File: src/rtl/playback_sequencer_pkg.sv
// Shared types for the record/playback sequencer: controller states and bookmark count.
package playback_sequencer_pkg;

  typedef enum logic [1:0] {
    ST_IDLE = 2'd0,
    ST_PLAY = 2'd1,
    ST_REC  = 2'd2,
    ST_FULL = 2'd3
  } seq_state_t;

  localparam int NUM_BOOKMARKS = 4;

endpackage

File: src/rtl/playback_sequencer_tick_divider.sv
// Note-step tick generator: counts 0..TICK_DIV-1 while enabled, pulses tick on the last count.
module tick_divider #(
  parameter int TICK_DIV = 4
) (
  input  logic clk,
  input  logic reset,
  input  logic en,
  input  logic clr,
  output logic tick
);

  localparam int CNT_W = $clog2(TICK_DIV);
  localparam logic [CNT_W-1:0] LAST = CNT_W'(TICK_DIV - 1);

  logic [CNT_W-1:0] cnt;

  always_ff @(posedge clk or negedge reset) begin
    if (!reset) begin
      cnt <= '0;
    end else if (!en || clr || cnt == LAST) begin
      cnt <= '0;
    end else begin
      cnt <= cnt + CNT_W'(1);
    end
  end

  assign tick = en && (cnt == LAST);

endmodule

File: src/rtl/playback_sequencer.sv
// Record/playback controller: owns the PC, recorded length, bookmarks and the memory port.
module playback_sequencer
  import playback_sequencer_pkg::*;
#(
  parameter int WORD_SIZE = 8,
  parameter int ADDR_W    = 16,
  parameter int TICK_DIV  = 4
) (
  input  logic                 clk,
  input  logic                 reset,
  input  logic                 run,
  input  logic                 sw_record,
  input  logic                 erase,
  input  logic [4:0]           btn,
  input  logic [WORD_SIZE-1:0] key,
  input  logic [WORD_SIZE-1:0] mem_rdata,
  output logic [ADDR_W-1:0]    mem_addr,
  output logic [WORD_SIZE-1:0] mem_wdata,
  output logic                 mem_we,
  output logic [WORD_SIZE-1:0] note,
  output logic                 note_valid,
  output logic                 recording,
  output logic                 full
);

  localparam int BM_W = $clog2(NUM_BOOKMARKS);
  localparam logic [ADDR_W:0] LEN_FULL = {1'b1, {ADDR_W{1'b0}}};

  seq_state_t state, state_n;
  logic [ADDR_W-1:0] pc, pc_n;
  logic [ADDR_W:0]   len, len_n;
  logic [ADDR_W-1:0] bookmark [NUM_BOOKMARKS];
  logic [NUM_BOOKMARKS-1:0] btn_q, btn_rise;
  logic [BM_W-1:0]   bm_sel;
  logic              bm_allowed, bm_store, mode_chg;
  logic              tick, tick_en, tick_clr;
  logic              note_load, we_c;

  // Playback wraps to the start once the last recorded note has been read.
  function automatic logic [ADDR_W-1:0] play_next(input logic [ADDR_W-1:0] p,
                                                  input logic [ADDR_W:0]   l);
    logic [ADDR_W:0] inc;
    inc = {1'b0, p} + (ADDR_W+1)'(1);
    return (inc == l) ? '0 : inc[ADDR_W-1:0];
  endfunction

  assign tick_en    = run && (state == ST_PLAY || state == ST_REC);
  assign btn_rise   = btn[NUM_BOOKMARKS-1:0] & ~btn_q;
  assign bm_allowed = (state == ST_PLAY || state == ST_IDLE) && (|btn_rise);

  tick_divider #(.TICK_DIV(TICK_DIV)) u_tick (
    .clk   (clk),
    .reset (reset),
    .en    (tick_en),
    .clr   (tick_clr),
    .tick  (tick)
  );

  always_comb begin
    bm_sel = '0;
    for (int i = NUM_BOOKMARKS - 1; i >= 0; i--) begin
      if (btn_rise[i]) bm_sel = BM_W'(i);
    end
  end

  // Priority: erase, then mode change, then bookmark jump, then tick.
  always_comb begin
    state_n   = state;
    pc_n      = pc;
    len_n     = len;
    tick_clr  = 1'b0;
    note_load = 1'b0;
    we_c      = 1'b0;
    bm_store  = 1'b0;
    mode_chg  = 1'b0;
    if (erase) begin
      pc_n     = '0;
      len_n    = '0;
      tick_clr = 1'b1;
      if (state == ST_FULL && sw_record) state_n = ST_REC;
    end else begin
      unique case (state)
        ST_IDLE: if (run) begin
          mode_chg = 1'b1;
          if (!sw_record) begin
            state_n = ST_PLAY;
          end else begin
            pc_n    = len[ADDR_W-1:0];
            state_n = (len == LEN_FULL) ? ST_FULL : ST_REC;
          end
        end
        ST_PLAY: if (!run) begin
          mode_chg = 1'b1;
          state_n  = ST_IDLE;
        end else if (sw_record) begin
          mode_chg = 1'b1;
          pc_n     = len[ADDR_W-1:0];
          state_n  = (len == LEN_FULL) ? ST_FULL : ST_REC;
        end
        ST_REC: if (!run) begin
          mode_chg = 1'b1;
          state_n  = ST_IDLE;
        end else if (!sw_record) begin
          mode_chg = 1'b1;
          pc_n     = '0;
          state_n  = ST_PLAY;
        end
        ST_FULL: if (!sw_record) begin
          mode_chg = 1'b1;
          pc_n     = '0;
          state_n  = ST_PLAY;
        end
      endcase
      if (mode_chg) begin
        tick_clr = 1'b1;
      end else begin
        bm_store = bm_allowed && btn[4];
        if (bm_allowed && !btn[4]) begin
          pc_n     = ({1'b0, bookmark[bm_sel]} < len) ? bookmark[bm_sel] : '0;
          tick_clr = 1'b1;
        end else if (tick && state == ST_PLAY && len != '0) begin
          note_load = 1'b1;
          pc_n      = play_next(pc, len);
        end else if (tick && state == ST_REC) begin
          we_c  = 1'b1;
          len_n = len + (ADDR_W+1)'(1);
          if (&pc) state_n = ST_FULL;
          else     pc_n    = pc + ADDR_W'(1);
        end
      end
    end
  end

  always_ff @(posedge clk or negedge reset) begin
    if (!reset) begin
      state      <= ST_IDLE;
      pc         <= '0;
      len        <= '0;
      btn_q      <= '0;
      note       <= '0;
      note_valid <= 1'b0;
      recording  <= 1'b0;
      full       <= 1'b0;
      for (int i = 0; i < NUM_BOOKMARKS; i++) bookmark[i] <= '0;
    end else begin
      state      <= state_n;
      pc         <= pc_n;
      len        <= len_n;
      btn_q      <= btn[NUM_BOOKMARKS-1:0];
      note_valid <= note_load;
      recording  <= (state_n == ST_REC);
      full       <= (state_n == ST_FULL);
      if (note_load) note <= mem_rdata;
      if (bm_store) bookmark[bm_sel] <= pc;
    end
  end

  assign mem_addr  = pc;
  assign mem_wdata = key;
  assign mem_we    = we_c;

endmodule
File: config.mk
export PLATFORM = sky130hd
export DESIGN_NAME = playback_sequencer
export DESIGN_NICKNAME = d
export VERILOG_FILES = /design/src/rtl/playback_sequencer_pkg.sv /design/src/rtl/playback_sequencer_tick_divider.sv /design/src/rtl/playback_sequencer.sv
export SDC_FILE = /design/constraint.sdc
export NUM_CORES = 1
export LEC_CHECK = 0
export CORE_AREA = 2 2 251 129
export CTS_BUF_LIST = sky130_fd_sc_hd__clkbuf_4
export DETAILED_ROUTE_END_ITERATION = 8
export DIE_AREA = 0 0 253 131
export PLACE_DENSITY_LB_ADDON = 0.15
export SLEW_MARGIN = 10
export SYNTH_ARGS = -nofsm -noshare
export SYNTH_HDL_FRONTEND = slang
export SYNTH_HIERARCHICAL = 1
export SYNTH_SLANG_ARGS = --single-unit
File: constraint.sdc
create_clock -name clk -period 5 [get_ports clk]
set_input_delay 0.75 -clock clk [delete_from_list [all_inputs] [get_ports clk]]
set_output_delay 0.75 -clock clk [all_outputs]
set_load 0.02 [all_outputs]
==> impl_metrics.toml, run 1 <==
[detailed_routing]
first_pass_iters = 5
routed_via_density = 5.17
wl_um = 27800
wire_per_inst_um = 22.7
postRouteAntennaNets = 0
drtIter0Drc = 683
drcViolationCount = 0
vias = 6343

[final_layout]
antenna_cells = 0
fill_cells = 3282
fin_cells = 1227
synthToLayoutAreaGrowth_pct = 15.8
drive_gt1_share_pct = 21.4
multi_input_area_sq_um = 4310
finalNetCount = 857
final-seq-area_sq_um = 2900

[setup_path]
path_max_fanout = 7
crit_arrival_ns = 3.71
worstSetupPathType = "register to output port"
end_kind = "output port"
cp.required_ns = 4.25
startpoint_type = "register"

[yosys]
avgSynthCellArea_sq_um = 9.83
yosysSeqAreaShare_pct = 37.9
synth_edf_count = 0
syn_inst = 779
synth_cell_types = 72
synth_nets = 830
synthArstFlopShare_pct = 100
synthFlopType = "dfrtp_1"
ys_seq_elements = 116
ys_warn_count = 6
synth_area_sq_um = 7650

[placed_design]
place_congestion = 0.920
dp_hpwl_um = 20600
io_buffers = 45
dp.cells = 1195

[die]
chipWidth_um = 253
dieArea_sq_um = 33100
io_pins = 62
start_util_pct = 24.6
core_area_sq_um = 31100
dieHeight_um = 131
placementRows = 46

[timing]
clock_skew_ns = 0.0245
finalCritPeriodShare_pct = 89.2
finalSetupTns_ns = 0
slew_headroom_pct = 34.0
finalHoldViolations = 0
worstMarginPinSlew_ns = 0.991
setup_viol = 0
rsz0062_at_grt = "false"
fmax_mhz = 224
min_period_ns = 4.46
finalMaxSlewViolations = 0

[global_route]
antenna_found_initial = 0
grt_pass1_wl_um = 41400
grtUsageMet2_pct = 18.6
busiest_layer = "met1"
grt.total_usage_pct = 17.3
grt_use_met1_pct = 29.9
grt_pass1_vias = 5948
grt_max_degree = 117
grt_overflow = 0
grtUsageMet3_pct = 4.95

[cts]
holdBufCountCts = 0
root_buffer = "clkbuf_4"
cts_tree = "yes"
clk_pin_slew_ns = 0.14
cts_max_level = 4
cts.sinks = 116
cts_resized = 0
cts_made_buffers = 17
clockBufferDepth = 2
post-cts-setup-buffers = 0
clk_latency_ns = 0.60

[worst_hold_path]
hold_class = "input port to async pin"

[pwr]
vdd_drop_max_v = 0.000139
p_leak_nw = 3.76
power_density_nw_per_um2 = 402
p_total_mw = 3.57

[outcome]
status = "finished, final reports clean"

[flow_run]
maxCapViolCount = 0
[critical path: stages (launching register included)]
cell             delay (ns)
dfrtp_1                0.51
inv_1                  0.19
ha_1                   0.29
nor4b_1                0.55
nand4_1                0.27
o21ai_1                0.37
nand3_1                0.22
nor2_1                 0.13
clkdlybuf4s50_1        0.61
[state kept, by name, summed over array words and instances, names as in the netlist, 2 cells and up]
register,cells
len,17
note,8
u_tick/cnt,2
mem_addr,16
btn_q,4
bookmark,64
state,2
[cells by family (layout without fill, tap and decap cells)]
family,Yosys count,after routing,share of synthesized area (%)
xor gates and xnor gates,45,45,6.33
adders and majority gates,25,25,4.09
buffers and inverters,101,141,5.93
DFF,116,116,37.9
muxes,81,81,11.8
AOI/OAI and AO/OA,183,183,18.3
and+or+nand+nor,228,228,15.7
[cell usage after synthesis (21+ instances only)]
cell	count	area share (%)
buf_2	21	1.4
dfrtp_1	116	38
inv_1	31	1.5
clkbuf_1	37	1.8
nand2_1	72	3.5
xnor2_1	32	3.7
nor2_1	42	2.1
ha_1	25	4.1
mux2_2	74	11
nand3_1	21	1.4
a21oi_1	27	1.8
[area by class of cell]
class | count | area share, %
clock inverter | 14 | 1.72
tap | 408 | 5.76
sequential | 116 | 32.7
multi-input combinational | 562 | 48.6
timing repair buffer | 78 | 8.35
inverter | 31 | 1.31
clock buffer | 18 | 1.52
[where the power goes]
group / internal, mW / switching [mW] / leakage [nW] / total [mW]
clock: 0.308 / 0.443 / 0.159 / 0.751
combinational: 0.626 / 0.827 / 2.01 / 1.45
sequential: 1.10 / 0.269 / 1.59 / 1.36
[per-stage QoR]
step / hold WS (ns) / area (sq um) / utilization, % / setup WS (ns)
after floorplan: 0.434 / 7650 / - / 1.16
after global placement: 0.456 / 8580 / 27.6 / 0.142
after detailed placement: 0.452 / 8580 / 27.6 / 0.159
after CTS: 0.220 / 8870 / 28.5 / 0.661
after global routing: 0.262 / 8870 / 28.5 / 0.404
final: 0.229 / 8870 / 28.5 / 0.540
[layer usage]
metal  routed length (um)  vias up
li1                     -     2928
met1                15900     3151
met2                 9050      240
met3                 2510       22
met4                  231        2
met5                  136        -
[worst paths after layout]
kind / cells past startpoint / startpoint / slack [ns] / to
worst max-delay path: 8 / len[1] / 0.54 / mem_we
worst min-delay path: 2 / reset / 0.23 / bookmark[5]
worst max register to register: 9 / mem_addr[1] / 0.89 / mem_addr[9]
worst min register to register: 1 / u_tick/cnt[0] / 0.47 / u_tick/cnt[0]
max in group asynchronous: 2 / reset / 4.25 / mem_addr[10]
min in group clk: 1 / u_tick/cnt[0] / 0.47 / u_tick/cnt[0]
[cell usage in the layout (no fill, tap or decap), types with 5 or more instances in the layout]
cell and n:
xnor2_1 32, mux2i_1 7, o211ai_2 10, a21o_1 10, nor4_1 8, a221oi_2 6, ha_1 25, xor2_1 6
clkdlybuf4s50_1 43, o22ai_1 16, clkinv_4 5, clkbuf_4 18, nor2b_1 8, nand2b_1 6, a21oi_1 27, a211oi_1 8
or4_1 5, nand3_1 21, dfrtp_1 116, nor3_1 14, and3_1 6, mux2_2 74, a31oi_1 16, o21ai_0 17
nor2_1 42, nand4_1 17, o211ai_1 5, a221oi_1 14, nand2_1 72, inv_1 31, xnor3_1 6, a22oi_1 15
buf_4 30
Power figures use the tool's default switching activity.
==> inputs of run 2 (changes only) <==
--- a/config.mk
+++ b/config.mk
@@ -5,10 +5,10 @@
 export SDC_FILE = /design/constraint.sdc
 export NUM_CORES = 1
 export LEC_CHECK = 0
-export CORE_AREA = 2 2 251 129
+export CORE_AREA = 2 2 128 130
 export CTS_BUF_LIST = sky130_fd_sc_hd__clkbuf_4
 export DETAILED_ROUTE_END_ITERATION = 8
-export DIE_AREA = 0 0 253 131
+export DIE_AREA = 0 0 130 132
 export PLACE_DENSITY_LB_ADDON = 0.15
 export SLEW_MARGIN = 10
 export SYNTH_ARGS = -nofsm -noshare
==> constraint.sdc (replaced) <==
create_clock -name clk -period 4.7 [get_ports clk]
set_input_delay 0.705 -clock clk [delete_from_list [all_inputs] [get_ports clk]]
set_output_delay 0.705 -clock clk [all_outputs]
set_load 0.02 [all_outputs]
==> impl_metrics.toml, run 2 (synthesis gave the netlist of run 1 again) <==
[final_layout]
synthToLayoutAreaGrowth_pct = 11.7
fin_area_sq_um = 8550
drive_gt1_share_pct = 20.1
final-seq-area_sq_um = 2900
multi_input_area_sq_um = 4310
fill_cells = 1449
mostFrequentLayoutCells = "dfrtp_1 (116), mux2_2 (74), nand2_1 (72)"
final_util_pct = 54.4
largest_reg_flops = 64
finalNetCount = 848
mostFrequentLayoutCell = "dfrtp_1"
regMostFlops = "bookmark"

[pwr]
p_total_mw = 3.71
power_density_nw_per_um2 = 434
internal_power_mw = 2.22
p_leak_nw = 3.69
vdd_drop_max_v = 0.000231
combPwrFrac_pct = 38.9
seqPwrFrac_pct = 38.4
swShare_pct = 40.2
switchingPower_mw = 1.49
pwr-share-clk_pct = 22.7

[placed_design]
io_buffers = 45
place_congestion = 0.937
dp_hpwl_um = 16100
postPlaceCellArea_sq_um = 8230

[detailed_routing]
highest_layer = "met4"
wl_um = 22400
postRouteAntennaNets = 0
wl_met1_um = 9980
routed_via_density = 6.25
wire_per_inst_um = 21.8
drcViolationCount = 0
dr_wl_met3_um = 1450
first_pass_iters = 5
vias = 6419
dr_wl_met2_um = 10300
drtIter0Drc = 448

[cts]
cts_max_level = 4
clk_pin_slew_ns = 0.11
cts_made_buffers = 17
holdBufCountCts = 0
clockBufferDepth = 2
cts_tree = "yes"
clk_latency_ns = 0.57
post-cts-setup-buffers = 0
cts.sinks = 116
root_buffer = "clkbuf_4"
cts_resized = 0

[timing]
rsz0062_at_grt = "false"
finalHoldViolations = 0
finalMaxSlewViolations = 0
fmax_mhz = 241
finalSetupTns_ns = 0
worstMarginPinSlew_ns = 1.05
setup_viol = 0
clock_skew_ns = 0.0236
finalCritPeriodShare_pct = 88.3
min_period_ns = 4.15
slew_headroom_pct = 29.0
hold_ws_ns = 0.105

[die]
dieArea_sq_um = 17200
dieHeight_um = 132
io_pins = 62
chipWidth_um = 130
core_area_sq_um = 15700
placementRows = 46
start_util_pct = 48.7

[setup_path]
cp.required_ns = 3.99
worstSetupPathType = "register to output port"
timing.rr.end = "mem_addr[4]"
worstRegToRegCells = 14
crit_chain = "inv_1 -> ha_1 -> nor4b_1 -> nand4_1 -> o21ai_1 -> nand3_1 -> nor2_1 -> clkdlybuf4s50_1"
r2r-start = "btn_q[1]"
max_stage_delay_ns = 0.61
path_max_fanout = 7
cp_slowest_cell = "clkdlybuf4s50_1"
crit_arrival_ns = 3.45
startpoint_type = "register"
ff2ff_setup_slack_ns = 1.02
end_kind = "output port"

[global_route]
grt_max_degree = 52
grt_overflow = 0
grt_pass1_vias = 6215
grt.total_usage_pct = 27.0
antenna_found_initial = 1
grt_pass1_wl_um = 35300

[outcome]
status = "finished, final reports clean"

[flow_run]
maxCapViolCount = 0

[worst_hold_path]
hold_class = "input port to async pin"
## run 2: cell types whose count changed in the layout (fill, tap and decap cells not counted), sizes merged, moves of 2 or more
cell and change:
buf -10, inv -2, clkinv -4, clkinvlp +4
bufinv +2
## run 2: worst max-delay path by stage
stage / startpoint / to / slack [ns] / cells past startpoint
after floorplan: btn[2] / mem_addr[7] / 0.90 / 16
after global placement: btn[2] / mem_addr[4] / 0.26 / 15
after detailed placement: btn[2] / mem_addr[4] / 0.24 / 15
after CTS: len[1] / mem_we / 0.60 / 8
after global routing: state[0] / mem_we / 0.34 / 9
final: len[1] / mem_we / 0.55 / 8
## run 2: power groups by stage
stage	Combinational (mW)	Sequential [mW]	Clock (mW)
global route	1.56	1.46	0.903
global placement	1.40	1.43	0
detailed placement	1.42	1.44	0
CTS	1.43	1.42	0.856
finish	1.44	1.43	0.842
floorplan	1.06	1.34	0
## run 2: per-stage QoR
stage,setup slack (ns),instances
5_1_grt,0.340,1027
3_3_place_gp,0.264,994
6_report,0.548,1027
3_5_place_dp,0.236,994
2_1_floorplan,0.904,779
4_1_cts,0.604,1026
## run 2: metal layers
metal	track usage, %	vias up
li1	-	2908
met4	9.62	0
met5	0	-
met2	41.0	261
met1	37.9	3196
met3	5.93	54
## run 2: layout make-up
| type | count | share of cell area, % |
|---|---|---|
| multi-input combinational | 562 | 50.4 |
| antenna | 1 | 0.0293 |
| tap | 216 | 3.16 |
| inverter | 31 | 1.36 |
| sequential | 116 | 34.0 |
| clock inverter | 14 | 2.15 |
| timing repair buffer | 69 | 7.35 |
| clock buffer | 18 | 1.58 |
## run 2: worst max-delay path, delay by kind of cell (launching register included)
kind / cells / cell delay [ns]
DFF: 1 / 0.49
and+or+nand+nor: 4 / 0.96
AOI/OAI and AO/OA: 1 / 0.43
buffers and inverters: 2 / 0.80
adders and majority gates: 1 / 0.21
==> inputs of run 3 (changes only) <==
--- a/config.mk
+++ b/config.mk
@@ -5,10 +5,10 @@
 export SDC_FILE = /design/constraint.sdc
 export NUM_CORES = 1
 export LEC_CHECK = 0
-export CORE_AREA = 2 2 128 130
+export CORE_AREA = 2 2 143 117
 export CTS_BUF_LIST = sky130_fd_sc_hd__clkbuf_4
 export DETAILED_ROUTE_END_ITERATION = 8
-export DIE_AREA = 0 0 130 132
+export DIE_AREA = 0 0 145 119
 export PLACE_DENSITY_LB_ADDON = 0.15
 export SLEW_MARGIN = 10
 export SYNTH_ARGS = -nofsm -noshare
==> constraint.sdc (replaced) <==
create_clock -name clk -period 3.7 [get_ports clk]
set_input_delay 0.555 -clock clk [delete_from_list [all_inputs] [get_ports clk]]
set_output_delay 0.555 -clock clk [all_outputs]
set_load 0.02 [all_outputs]
==> impl_metrics.toml, run 3 (synthesis gave the netlist of run 1 again) <==
[timing]
min_period_ns = 3.39
finalHoldViolations = 0
setup_viol = 0
worstMarginPinSlew_ns = 1.14
finalCritPeriodShare_pct = 91.6
fin_ws_ns = 0.312
fmax_mhz = 295
rsz0062_at_grt = "false"
hold_ws_ns = 0.0312
finalMaxSlewViolations = 0
slew_headroom_pct = 23.8
clock_skew_ns = 0.0367

[cts]
cts_max_level = 4
root_buffer = "clkbuf_4"
cts_tree = "yes"
cts_made_buffers = 17
clockBufferDepth = 2
clk_pin_slew_ns = 0.15
clk_latency_ns = 0.59
cts.sinks = 116

[worst_hold_path]
hold_class = "input port to async pin"

[global_route]
antenna_found_initial = 0
grt_overflow = 0
grt_pass1_vias = 6507
grt_max_degree = 59
grt_pass1_wl_um = 38000
grt.total_usage_pct = 28.8

[detailed_routing]
routed_via_density = 6.05
drcViolationCount = 0
wl_um = 24100
first_pass_iters = 7
wire_per_inst_um = 22.2
vias = 6562
drtIter0Drc = 561
postRouteAntennaNets = 0

[placed_design]
dp.cells = 1051
pre_cts_ws_ns = -0.373
place_congestion = 1.01
io_buffers = 45
dp_hpwl_um = 17900

[die]
dieHeight_um = 119
chipWidth_um = 145
placementRows = 42
dieArea_sq_um = 17300
core_area_sq_um = 16000
start_util_pct = 47.8
io_pins = 62

[final_layout]
largest_reg_flops = 64
mostFrequentLayoutCells = "dfrtp_1 (115), mux2_2 (74), nand2_1 (72)"
regMostFlops = "bookmark"
synthToLayoutAreaGrowth_pct = 17.9
mostFrequentLayoutCell = "dfrtp_1"
fill_cells = 1435
finalNetCount = 902
antenna_cells = 0
fin_cells = 1084
drive_gt1_share_pct = 25.8

[setup_path]
crit_arrival_ns = 3.88
cp.required_ns = 4.19
worstSetupPathType = "register to register"
path_max_fanout = 11
startpoint_type = "register"
end_kind = "register"

[outcome]
status = "finished, final reports clean"

[flow_run]
maxCapViolCount = 0

[pwr]
p_total_mw = 4.74
power_density_nw_per_um2 = 525
vdd_drop_max_v = 0.000341
p_leak_nw = 3.99
run 3: cell count changes in the layout (fill, tap and decap cells not counted), moves of 2 or more:
| cell | before | now |
|---|---|---|
| buf_12 | 0 | 10 |
| buf_4 | 25 | 69 |
| bufinv_16 | 4 | 0 |
| clkinv_1 | 3 | 1 |
| clkinv_4 | 0 | 3 |
| inv_6 | 2 | 4 |
| inv_8 | 0 | 2 |
| o21ai_0 | 17 | 15 |
run 3: cell type report:
class	count	area, sq um	share of cell area [%]
Clock buffer	17	128	1.41
Clock inverter	15	123	1.36
Inverter	31	116	1.29
Multi-Input combinational cell	562	4320	47.8
Sequential cell	116	2900	32.2
Tap cell	220	275	3.05
Timing Repair Buffer	123	1160	12.9
run 3: final timing paths:
path / endpoint / slack (ns) / from / cells after the start
max: mem_addr[3] / 0.31 / btn_q[3] / 15
min: mem_addr[2] / 0.03 / reset / 1
max reg2reg: mem_addr[3] / 0.31 / btn_q[3] / 15
min reg2reg: u_tick/cnt[0] / 0.48 / u_tick/cnt[0] / 1
max in group asynchronous: mem_addr[6] / 2.73 / reset / 3
min in group clk: btn_q[0] / 0.44 / btn[0] / 1
run 3: critical path, stage by stage (launching register included):
cell and delay, ns:
dfrtp_1 0.40, nand2b_1 0.16, o21ai_1 0.34, and2_1 0.24, buf_12 0.14, nand2_1 0.05
a31oi_1 0.24, ha_1 0.30, a21o_1 0.16, a21o_1 0.17, a21oi_1 0.18, o211ai_1 0.13
nor3_2 0.21, buf_4 0.22, a22oi_1 0.10, a221oi_1 0.27
run 3: layer usage:
metal	up-vias	wire length (um)	GRT usage, %
met4	0	359	7.67
met5	-	0	0
li1	3010	-	-
met2	255	10800	43.4
met1	3265	11000	41.2
met3	32	1980	7.66
run 3: report_power, final:
| part | switching [mW] | total, mW | internal [mW] |
|---|---|---|---|
| combinational | 1.15 | 2.11 | 0.961 |
| sequential | 0.264 | 1.75 | 1.48 |
| clock | 0.597 | 0.877 | 0.280 |
| total | 2.01 | 4.74 | 2.72 |
run 3: repair_timing:
action | in CTS | in global routing
hold buffers | 0 | 0
setup endpoints to repair | 1 | 11
hold endpoints to repair | 0 | 0
gates resized for setup | 4 | 2
pin swaps | 0 | 1
setup buffers | 0 | 1
run 3: through the flow:
step | utilization [%] | area (sq um) | TNS, ns
final | 56.3 | 9020 | 0
after global routing | 56.3 | 9020 | 0
after CTS | 56.2 | 9010 | 0
after detailed placement | 54.6 | 8750 | -4.81
after global placement | 54.6 | 8750 | -4.25
after floorplan | - | 7650 | 0
